**config.mk**
```make
export PLATFORM = sky130hd
export DESIGN_NAME = dmp_stream_engine
export DESIGN_NICKNAME = d
export VERILOG_FILES = /design/src/rtl/dmp_stream_engine.sv
export SDC_FILE = /design/constraint.sdc
export NUM_CORES = 1
export LEC_CHECK = 0
export BUFFER_PORTS_ARGS = -buffer_cell sky130_fd_sc_hd__buf_2
export CORE_MARGIN = 3
export CORE_UTILIZATION = 35
export DETAILED_ROUTE_END_ITERATION = 8
export PLACE_DENSITY = 0.66
export RECOVER_POWER = 100
export SLEW_MARGIN = 5
export SYNTH_ARGS = -nofsm -noshare
export SYNTH_HDL_FRONTEND = slang
export SYNTH_SLANG_ARGS = --single-unit
```
**constraint.sdc**
```tcl
create_clock -name clock -period 12.1 [get_ports clock]
set_input_delay 2.42 -clock clock [delete_from_list [all_inputs] [get_ports clock]]
set_output_delay 2.42 -clock clock [all_outputs]
set_load 0.05 [all_outputs]
```
**src/rtl/dmp_stream_engine.sv**
```systemverilog
// dmp_stream_engine: barrier-syncs all gather threads, then streams rank beats (concat or reduce).
// Define DMP_SATURATE_EN to make reduce-mode sums saturate instead of wrapping.
module dmp_stream_engine #(
  parameter int NUM_HW_THREADS = 2,
  parameter int NODES_IN_GRAPH = 4,
  parameter int DATA_WIDTH     = 64,
  parameter int LANES          = 2,
  parameter int ITER_WIDTH     = 16
) (
  input  logic                                                        clock,
  input  logic                                                        reset_n,
  input  logic [NUM_HW_THREADS-1:0][NODES_IN_GRAPH-1:0][DATA_WIDTH-1:0] page_rank_gather,
  input  logic [NUM_HW_THREADS-1:0]                                   done,
  input  logic                                                        mode,
  input  logic                                                        nextIteration,
  output logic [LANES-1:0][DATA_WIDTH-1:0]                            out_data,
  output logic                                                        out_valid,
  input  logic                                                        out_ready,
  output logic                                                        out_last,
  output logic                                                        stream_start,
  output logic                                                        stream_done,
  output logic                                                        busy,
  output logic [ITER_WIDTH-1:0]                                       iteration_count
);

  localparam int GROUPS = (NODES_IN_GRAPH + LANES - 1) / LANES;
  localparam int TW     = (NUM_HW_THREADS > 1) ? $clog2(NUM_HW_THREADS) : 1;
  localparam int GW     = (GROUPS > 1) ? $clog2(GROUPS) : 1;
  localparam logic [TW-1:0] LAST_THREAD = TW'(NUM_HW_THREADS - 1);
  localparam logic [GW-1:0] LAST_GROUP  = GW'(GROUPS - 1);

  typedef enum logic [1:0] {
    ST_SYNC,
    ST_STREAM,
    ST_DONE
  } state_e;

  state_e                    state_q, state_d;
  logic [NUM_HW_THREADS-1:0] sync_q, sync_d;
  logic [TW-1:0]             thread_q, thread_d;
  logic [GW-1:0]             group_q, group_d;
  logic                      mode_q, mode_d;
  logic [ITER_WIDTH-1:0]     iter_q, iter_d;
  logic                      start_q, start_d;
  logic                      sdone_q, sdone_d;
  logic                      last_beat;

  function automatic logic [DATA_WIDTH-1:0] rank_add(input logic [DATA_WIDTH-1:0] a,
                                                     input logic [DATA_WIDTH-1:0] b);
`ifdef DMP_SATURATE_EN
    logic [DATA_WIDTH:0] s;
    s = {1'b0, a} + {1'b0, b};
    return s[DATA_WIDTH] ? '1 : s[DATA_WIDTH-1:0];
`else
    return a + b;
`endif
  endfunction

  // In reduce mode the thread counter never advances, so the group alone ends the stream.
  assign last_beat = (state_q == ST_STREAM) && (group_q == LAST_GROUP) &&
                     (mode_q || (thread_q == LAST_THREAD));

  always_comb begin
    // NOTE: every variable gets its default first so no path can infer a latch.
    state_d  = state_q;
    sync_d   = sync_q;
    thread_d = thread_q;
    group_d  = group_q;
    mode_d   = mode_q;
    iter_d   = iter_q;
    start_d  = 1'b0;
    sdone_d  = 1'b0;
    unique case (state_q)
      ST_SYNC: begin
        sync_d = sync_q | done;
        if (&sync_d) begin
          state_d  = ST_STREAM;
          mode_d   = mode;
          thread_d = '0;
          group_d  = '0;
          start_d  = 1'b1;
        end
      end
      ST_STREAM: begin
        if (out_ready) begin
          if (last_beat) begin
            state_d = ST_DONE;
            sdone_d = 1'b1;
            iter_d  = iter_q + 1'b1;
          end else if (group_q == LAST_GROUP) begin
            group_d  = '0;
            thread_d = thread_q + 1'b1;
          end else begin
            group_d = group_q + 1'b1;
          end
        end
      end
      ST_DONE: begin
        if (nextIteration) begin
          sync_d  = '0;
          state_d = ST_SYNC;
        end
      end
      default: state_d = ST_SYNC;
    endcase
  end

  always_comb begin : beat_mux
    logic [DATA_WIDTH-1:0] pick;
    logic [DATA_WIDTH-1:0] acc;
    pick     = '0;
    acc      = '0;
    out_data = '0;
    for (int l = 0; l < LANES; l++) begin
      pick = '0;
      acc  = '0;
      // Lanes past the end of the node vector never match a node and stay zero.
      for (int n = 0; n < NODES_IN_GRAPH; n++) begin
        if (n == int'(group_q) * LANES + l) begin
          for (int t = 0; t < NUM_HW_THREADS; t++) begin
            if (t == int'(thread_q)) pick = page_rank_gather[t][n];
            acc = rank_add(acc, page_rank_gather[t][n]);
          end
        end
      end
      if (state_q == ST_STREAM) out_data[l] = mode_q ? acc : pick;
    end
  end

  always_ff @(posedge clock) begin
    // NOTE: sequential state uses non-blocking assignments so every register samples pre-edge values.
    if (!reset_n) begin
      state_q  <= ST_SYNC;
      sync_q   <= '0;
      thread_q <= '0;
      group_q  <= '0;
      mode_q   <= 1'b0;
      iter_q   <= '0;
      start_q  <= 1'b0;
      sdone_q  <= 1'b0;
    end else begin
      state_q  <= state_d;
      sync_q   <= sync_d;
      thread_q <= thread_d;
      group_q  <= group_d;
      mode_q   <= mode_d;
      iter_q   <= iter_d;
      start_q  <= start_d;
      sdone_q  <= sdone_d;
    end
  end

  assign out_valid       = (state_q == ST_STREAM);
  assign busy            = (state_q == ST_STREAM);
  assign out_last        = last_beat;
  assign stream_start    = start_q;
  assign stream_done     = sdone_q;
  assign iteration_count = iter_q;

endmodule

```
==> run_results.csv, run 1 <==
group,metric,value,unit
final_layout,register_area,512,um2
synth,yosysUniqueCellTypes,85,
power_and_ir_drop,finalPower,0.00373,W
clock_tree,cts-root-buf,"clkbuf_16",
critical_path,worstSetupEndpoint,"out_data[56]",
critical_path,cp_slowest_cell,"a2111oi_1",
synth,ys_warn_count,0,
timing,report.final.setup_viol,0,
timing,finalClockSkew,0.00655,ns
status,violations,"capacitance limit, slew limit",
global_routing,grt_pass1_vias,26616,
critical_path,r2r_end,"iteration_count[15]$_SDFFE_PN0P_",
drt,drt-initial-drc-count,2103,
drt,drtAntennaViolNets,0,
floorplan,core,0.0675,mm2
placed_design,place_hpwl,89.6,mm
synth,syn_area_per_cell,7.67,um2
critical_path,crit_fanout,6,
critical_path,r2r_start,"mode_q$_SDFFE_PN0P_",
final_layout,final_area,0.0279,mm2
synth,synth_compound_area_share,31.8,%
power_and_ir_drop,peakVddDrop,0.0496,mV
drt,dr.pass1.iters,6,
placed_design,dpl-instance-area,0.0279,mm2
clock_tree,htreeDepth,1,
drt,drt-total-wl,107,mm
critical_path,crit_type,"input port to output port",
clock_tree,cts.clk_slew.worst_paths,0.06,ns
synth,ys_ff_latch,25,
clock_tree,cts_inserted_buffers,3,
synth,synth_edf_count,0,
final_layout,final_cell_mix,"buf_2, a21oi_1, nor2_1",
timing,slew_headroom,-57.6,%
clock_tree,clockBufferDepth,2,
critical_path,worstPathRequired,9.68,ns
worst_hold_path,hp-class,"register to register",
job,drv_cap,1,
floorplan,ios,668,
timing,tns,0,ns
drt,drt-vias-per-instance,6.09,
clock_tree,post_cts_buffers,0,
synth,synth_top_family_by_area,"compound AO/OA/AOI/OAI gates",
final_layout,area_growth,16.6,%
critical_path,cpPeakStageDelay,0.52,ns
critical_path,crit_start,"page_rank_gather[0]",
drt,drc,0,
placed_design,gp_congestion,1.01,
global_routing,grt_max_degree,122,
critical_path,rr_worst_depth,9,
synth,netlist_top_cells_area,"ha_1, mux4_2, fa_1, a21oi_1, xnor2_1",
clock_tree,cts_tree,"yes",
timing,worst_pin_slew,2.35,ns
synth,syn_inst,3126,
synth,synth.yosys.seq_area_share,2.09,%
floorplan,dieArea,0.0717,mm2
clock_tree,cts_sinks,25,
global_routing,overflow,0,
global_routing,grt_pass1_wl,156,mm
synth,synthSimpleGateAreaFrac,16.8,%
global_routing,grt_use_total,27.9,%
drt,wl_per_cell,23.5,um
final_layout,drive_gt1_share,20.5,%
synth,syn_nets,4026,
clock_tree,insertion_delay,0.26,ns
timing,finalCritPeriodShare,98.2,%
synth,syn_area,0.0240,mm2
timing,fin_crit,11.88,ns
synth,synth_xor_area_share,8.59,%
synth,async_flop_share,0,%
power_and_ir_drop,powerDensity,133,mW/mm2
final_layout,fin_nets,4541,
floorplan,fp.dieH,268,um
placed_design,port-buffer-count,667,
global_routing,antenna_found_initial,18,
power_and_ir_drop,power.leakage,12.1,nW
critical_path,rrSetupSlack,8.53,ns
synth,yosys.area.top_type,"ha_1",
final_layout,final_common_cell,"buf_2",
synth,synth_mux_area_share,12.6,%
final_layout,fill_cells,7147,
status,status,"complete, but fails checks",
drt,vias,27612,
synth,synthDominantCellAreaShare,13.2,%
synth,synthFlopType,"dfxtp_1",
timing,timing.fmax,84.2,MHz
critical_path,crit_top_cell,"o21ai_1",
floorplan,rows,95,
critical_path,endpoint_kind,"output port",
timing,hold_viol,0,
critical_path,worstPathArrival,9.46,ns
synth,synthAdderAreaFrac,23.9,%
timing,drv_slew,57,
floorplan,die_width,268,um
final_layout,multiInputGateArea,0.0225,mm2
floorplan,initial_core_util,35.5,%
critical_path,cp-start-kind,"input port",
timing,rsz0062_at_grt,"false",
-- state kept, by name, summed over array words and instances (netlist names) --
name             count
mode_q               1
thread_q             1
iteration_count     16
sync_q               2
group_q              1
state_q              2
stream_start         1
stream_done          1
-- repair_timing --
action	in CTS	in global routing
hold buffers	0	0
setup endpoints to repair	0	3
gates resized for setup	0	4
-- critical path, delay by kind of cell --
kind,cells,cell delay (ns)
compound gates,16,4.45
fa+ha+maj,4,1.21
simple gates,2,0.29
mux,1,0.40
buf+inv,3,0.54
xor+xnor,1,0.11
-- layer usage --
layer	share of wire, %	track usage [%]
met2	48	49.2
met5	0.038	0
met4	4.1	10.7
met3	7.2	3.45
met1	40	34.7
-- stage by stage --
stage	hold slack [ns]	std cells	setup WS (ns)	util, %
5_1_grt	0.567	4524	0.00721	41.4
3_5_place_dp	0.506	4509	0.309	41.4
3_3_place_gp	0.490	4509	0.279	41.4
2_1_floorplan	0.467	3126	0.720	-
6_report	0.526	4533	0.223	41.4
4_1_cts	0.514	4513	0.255	41.5
-- power by group --
| part | switching, W | total (W) | internal, W | leakage [nW] |
|---|---|---|---|---|
| combinational | 0.00221 | 0.00356 | 0.00135 | 11.9 |
| clock | 0.0000310 | 0.0000760 | 0.0000450 | 0.0372 |
| sequential | 0.0000101 | 0.0000941 | 0.0000840 | 0.205 |
-- worst min path at each step --
stage / startpoint / to / slack (ns) / depth (start not counted)
2_1_floorplan: state_q[1]$_SDFFE_PN0P_ / state_q[0]$_SDFFE_PN0P_ / 0.47 / 1
3_5_place_dp: iteration_count[7]$_SDFFE_PN0P_ / iteration_count[7]$_SDFFE_PN0P_ / 0.51 / 2
6_report: iteration_count[7]$_SDFFE_PN0P_ / iteration_count[7]$_SDFFE_PN0P_ / 0.53 / 2
3_3_place_gp: iteration_count[7]$_SDFFE_PN0P_ / iteration_count[7]$_SDFFE_PN0P_ / 0.49 / 2
5_1_grt: iteration_count[7]$_SDFFE_PN0P_ / iteration_count[7]$_SDFFE_PN0P_ / 0.57 / 2
4_1_cts: iteration_count[7]$_SDFFE_PN0P_ / iteration_count[7]$_SDFFE_PN0P_ / 0.51 / 2
-- synthesized netlist by cell type, drive strengths merged (7+ instances only) --
library cell / instances
o221ai: 10
nand2b: 28
a31oi: 42
a2111oi: 7
a21o: 153
a21boi: 20
or3: 16
nand4: 53
buf: 29
nor3b: 7
a22oi: 7
a41oi: 11
o211ai: 23
nor2b: 33
o31a: 14
mux2i: 10
mux4: 128
o21a: 33
nand2: 213
o21bai: 46
xnor2: 141
a221oi: 12
ha: 253
and2: 48
and3: 33
a221o: 8
a21oi: 445
clkbuf: 153
a211o: 7
dfxtp: 25
nor2: 263
o21ai: 279
xor2: 94
inv: 83
nand3: 72
and4: 11
a211oi: 50
nor3: 45
o31ai: 16
fa: 128
-- cell families (layout without fill, tap and decap cells) --
group / after synthesis / after routing
AND/OR/NAND/NOR: 844 / 844
multiplexers: 142 / 142
AO/OA/AOI/OAI: 1233 / 1233
other: 0 / 20
buffers and inverters: 266 / 780
flip-flops: 25 / 25
XOR/XNOR: 235 / 235
adder cells (fa/ha/maj): 381 / 381
-- final cells by class --
| cell class | count | share of cell area [%] |
|---|---|---|
| Sequential cell | 25 | 1.83 |
| Multi-Input combinational cell | 2835 | 80.5 |
| Clock buffer | 3 | 0.269 |
| Tap cell | 873 | 3.91 |
| Timing Repair Buffer | 692 | 12.2 |
| Antenna cell | 20 | 0.179 |
| Inverter | 84 | 1.13 |
| Clock inverter | 1 | 0.0269 |
No activity file was read; power rests on OpenSTA's default activity.
==> run 2: changes to the inputs <==
--- a/config.mk
+++ b/config.mk
@@ -11,6 +11,7 @@
 export DETAILED_ROUTE_END_ITERATION = 8
 export PLACE_DENSITY = 0.66
 export RECOVER_POWER = 100
+export SETUP_SLACK_MARGIN = 0.4
 export SLEW_MARGIN = 5
 export SYNTH_ARGS = -nofsm -noshare
 export SYNTH_HDL_FRONTEND = slang
==> constraint.sdc (replaced) <==
create_clock -name clock -period 13.75 [get_ports clock]
set_input_delay 2.75 -clock clock [delete_from_list [all_inputs] [get_ports clock]]
set_output_delay 2.75 -clock clock [all_outputs]
set_load 0.05 [all_outputs]
==> run_results.csv, run 2 (synthesized netlist as in run 1, its figures left out) <==
group,metric,value,unit
timing,hold_viol,0,
floorplan,core,0.0675,mm2
floorplan,rows,95,
drt,drt-vias-per-instance,6.09,
power_and_ir_drop,power.leakage,12.0,nW
clock_tree,cts-root-buf,"clkbuf_16",
global_routing,grt_use_total,27.8,%
final_layout,final_cell_mix,"buf_2, a21oi_1, nor2_1",
drt,routed-wl-met3,9.08,mm
final_layout,finalNonFillerCells,4525,
drt,wl_met2,50.2,mm
worst_hold_path,hp-class,"register to register",
clock_tree,htreeDepth,1,
placed_design,dp.cells,4504,
timing,fin_ws,0.697,ns
timing,rsz0062_at_grt,"false",
final_layout,largest_register_ffs,16,
timing,report.final.setup_viol,0,
floorplan,ios,668,
clock_tree,cts_tree,"yes",
power_and_ir_drop,powerDensity,117,mW/mm2
drt,drc,0,
floorplan,fp.dieH,268,um
drt,vias,27577,
placed_design,gp_congestion,1.05,
global_routing,grt_pass1_wl,155,mm
status,violations,"capacitance limit, slew limit",
final_layout,area_growth,16.0,%
final_layout,fin_nets,4536,
timing,timing.fmax,76.6,MHz
drt,drt-initial-drc-count,2349,
drt,routed.top_layer,"met5",
critical_path,endpoint_kind,"output port",
clock_tree,post_cts_buffers,0,
clock_tree,cts_resized,0,
drt,wl_per_cell,23.4,um
drt,drt-total-wl,106,mm
drt,dr.pass1.iters,6,
global_routing,overflow,0,
clock_tree,cts.clk_slew.worst_paths,0.06,ns
critical_path,cp-start-kind,"input port",
status,status,"complete, but fails checks",
timing,slew_headroom,-85.3,%
drt,wl_met1,41.9,mm
timing,finalClockSkew,0.00387,ns
timing,tns,0,ns
clock_tree,holdBufCountCts,0,
placed_design,port-buffer-count,667,
timing,finalCritPeriodShare,94.9,%
clock_tree,clockBufferDepth,2,
clock_tree,cts_sinks,25,
job,drv_cap,4,
timing,worst_pin_slew,2.76,ns
critical_path,crit_type,"input port to output port",
floorplan,dieArea,0.0717,mm2
final_layout,drive_gt1_share,19.8,%
placed_design,post-place-ws,1.27,ns
clock_tree,insertion_delay,0.25,ns
critical_path,worstPathRequired,11.00,ns
timing,drv_slew,154,
final_layout,final_common_cell,"buf_2",
placed_design,place_hpwl,88.9,mm
global_routing,grt_max_degree,115,
critical_path,worstPathArrival,10.30,ns
floorplan,initial_core_util,35.5,%
global_routing,antenna_found_initial,22,
drt,drtAntennaViolNets,0,
critical_path,crit_fanout,6,
power_and_ir_drop,peakVddDrop,0.0461,mV
global_routing,grt_pass1_vias,26268,
timing,fin_crit,13.05,ns
floorplan,die_width,268,um
clock_tree,cts_inserted_buffers,3,
-- run 2: changes by cell type in the layout (fill, tap and decap cells not counted), sizes merged --
cell,before,now
buf,565,559
diode,20,17
clkbuf,130,132
clkinvlp,2,1
-- run 2: area by class of cell --
type | instances | area [um2]
well taps | 873 | 1090
flip-flops and latches | 25 | 512
inverters | 84 | 317
fillers | 7132 | 39700
diodes | 17 | 42.5
clock buffers | 4 | 78.8
multi-input cells | 2835 | 22400
repair buffers | 687 | 3340
-- run 2: through the flow --
| stage | instance area [um2] | total power (W) | hold slack (ns) | util [%] |
|---|---|---|---|---|
| 4_1_cts | 28000 | 0.00321 | 0.511 | 41.4 |
| 5_1_grt | 27800 | 0.00354 | 0.553 | 41.2 |
| 3_5_place_dp | 27900 | 0.00313 | 0.502 | 41.3 |
| 6_report | 27800 | 0.00325 | 0.507 | 41.2 |
| 2_1_floorplan | 24000 | 0.00232 | 0.467 | - |
| 3_3_place_gp | 27900 | 0.00314 | 0.487 | 41.3 |
-- run 2: critical path: stages --
cell	delay (ns)
buf_2	0.12
ha_1	0.23
inv_1	0.08
fa_1	0.18
and2b_1	0.20
o31a_1	0.27
o21ai_0	0.50
o31a_1	0.30
o21ai_1	0.17
a21boi_0	0.43
o21ai_1	0.19
a311o_1	0.44
a211oi_1	0.28
mux2_2	0.39
fa_1	0.44
ha_1	0.37
a21oi_1	0.22
nor4b_1	0.50
o21ai_1	0.28
o21ai_2	0.26
o221ai_2	0.19
a41oi_1	0.28
xor2_1	0.09
a221oi_1	0.72
buf_2	0.40
-- run 2: where the power goes --
group | leakage [nW] | switching, W | total [W] | internal, W
Combinational | 11.8 | 0.00193 | 0.00310 | 0.00118
Sequential | 0.205 | 0.00000635 | 0.0000803 | 0.0000740
Clock | 0.0383 | 0.0000236 | 0.0000631 | 0.0000396
-- run 2: worst paths after layout --
kind / startpoint / endpoint / slack (ns) / depth (start not counted)
setup / recovery: page_rank_gather[0] / out_data[61] / 0.70 / 25
hold / removal: iteration_count[7]$_SDFFE_PN0P_ / iteration_count[7]$_SDFFE_PN0P_ / 0.51 / 2
setup reg to reg: group_q$_SDFFE_PN0P_ / iteration_count[15]$_SDFFE_PN0P_ / 9.01 / 9
hold reg to reg: iteration_count[7]$_SDFFE_PN0P_ / iteration_count[7]$_SDFFE_PN0P_ / 0.51 / 2
-- run 2: layer usage --
metal	up-vias	global-route usage, %
li1	12828	-
met1	13049	35.0
met2	1450	47.8
met3	236	4.32
met4	14	11.0
met5	-	0
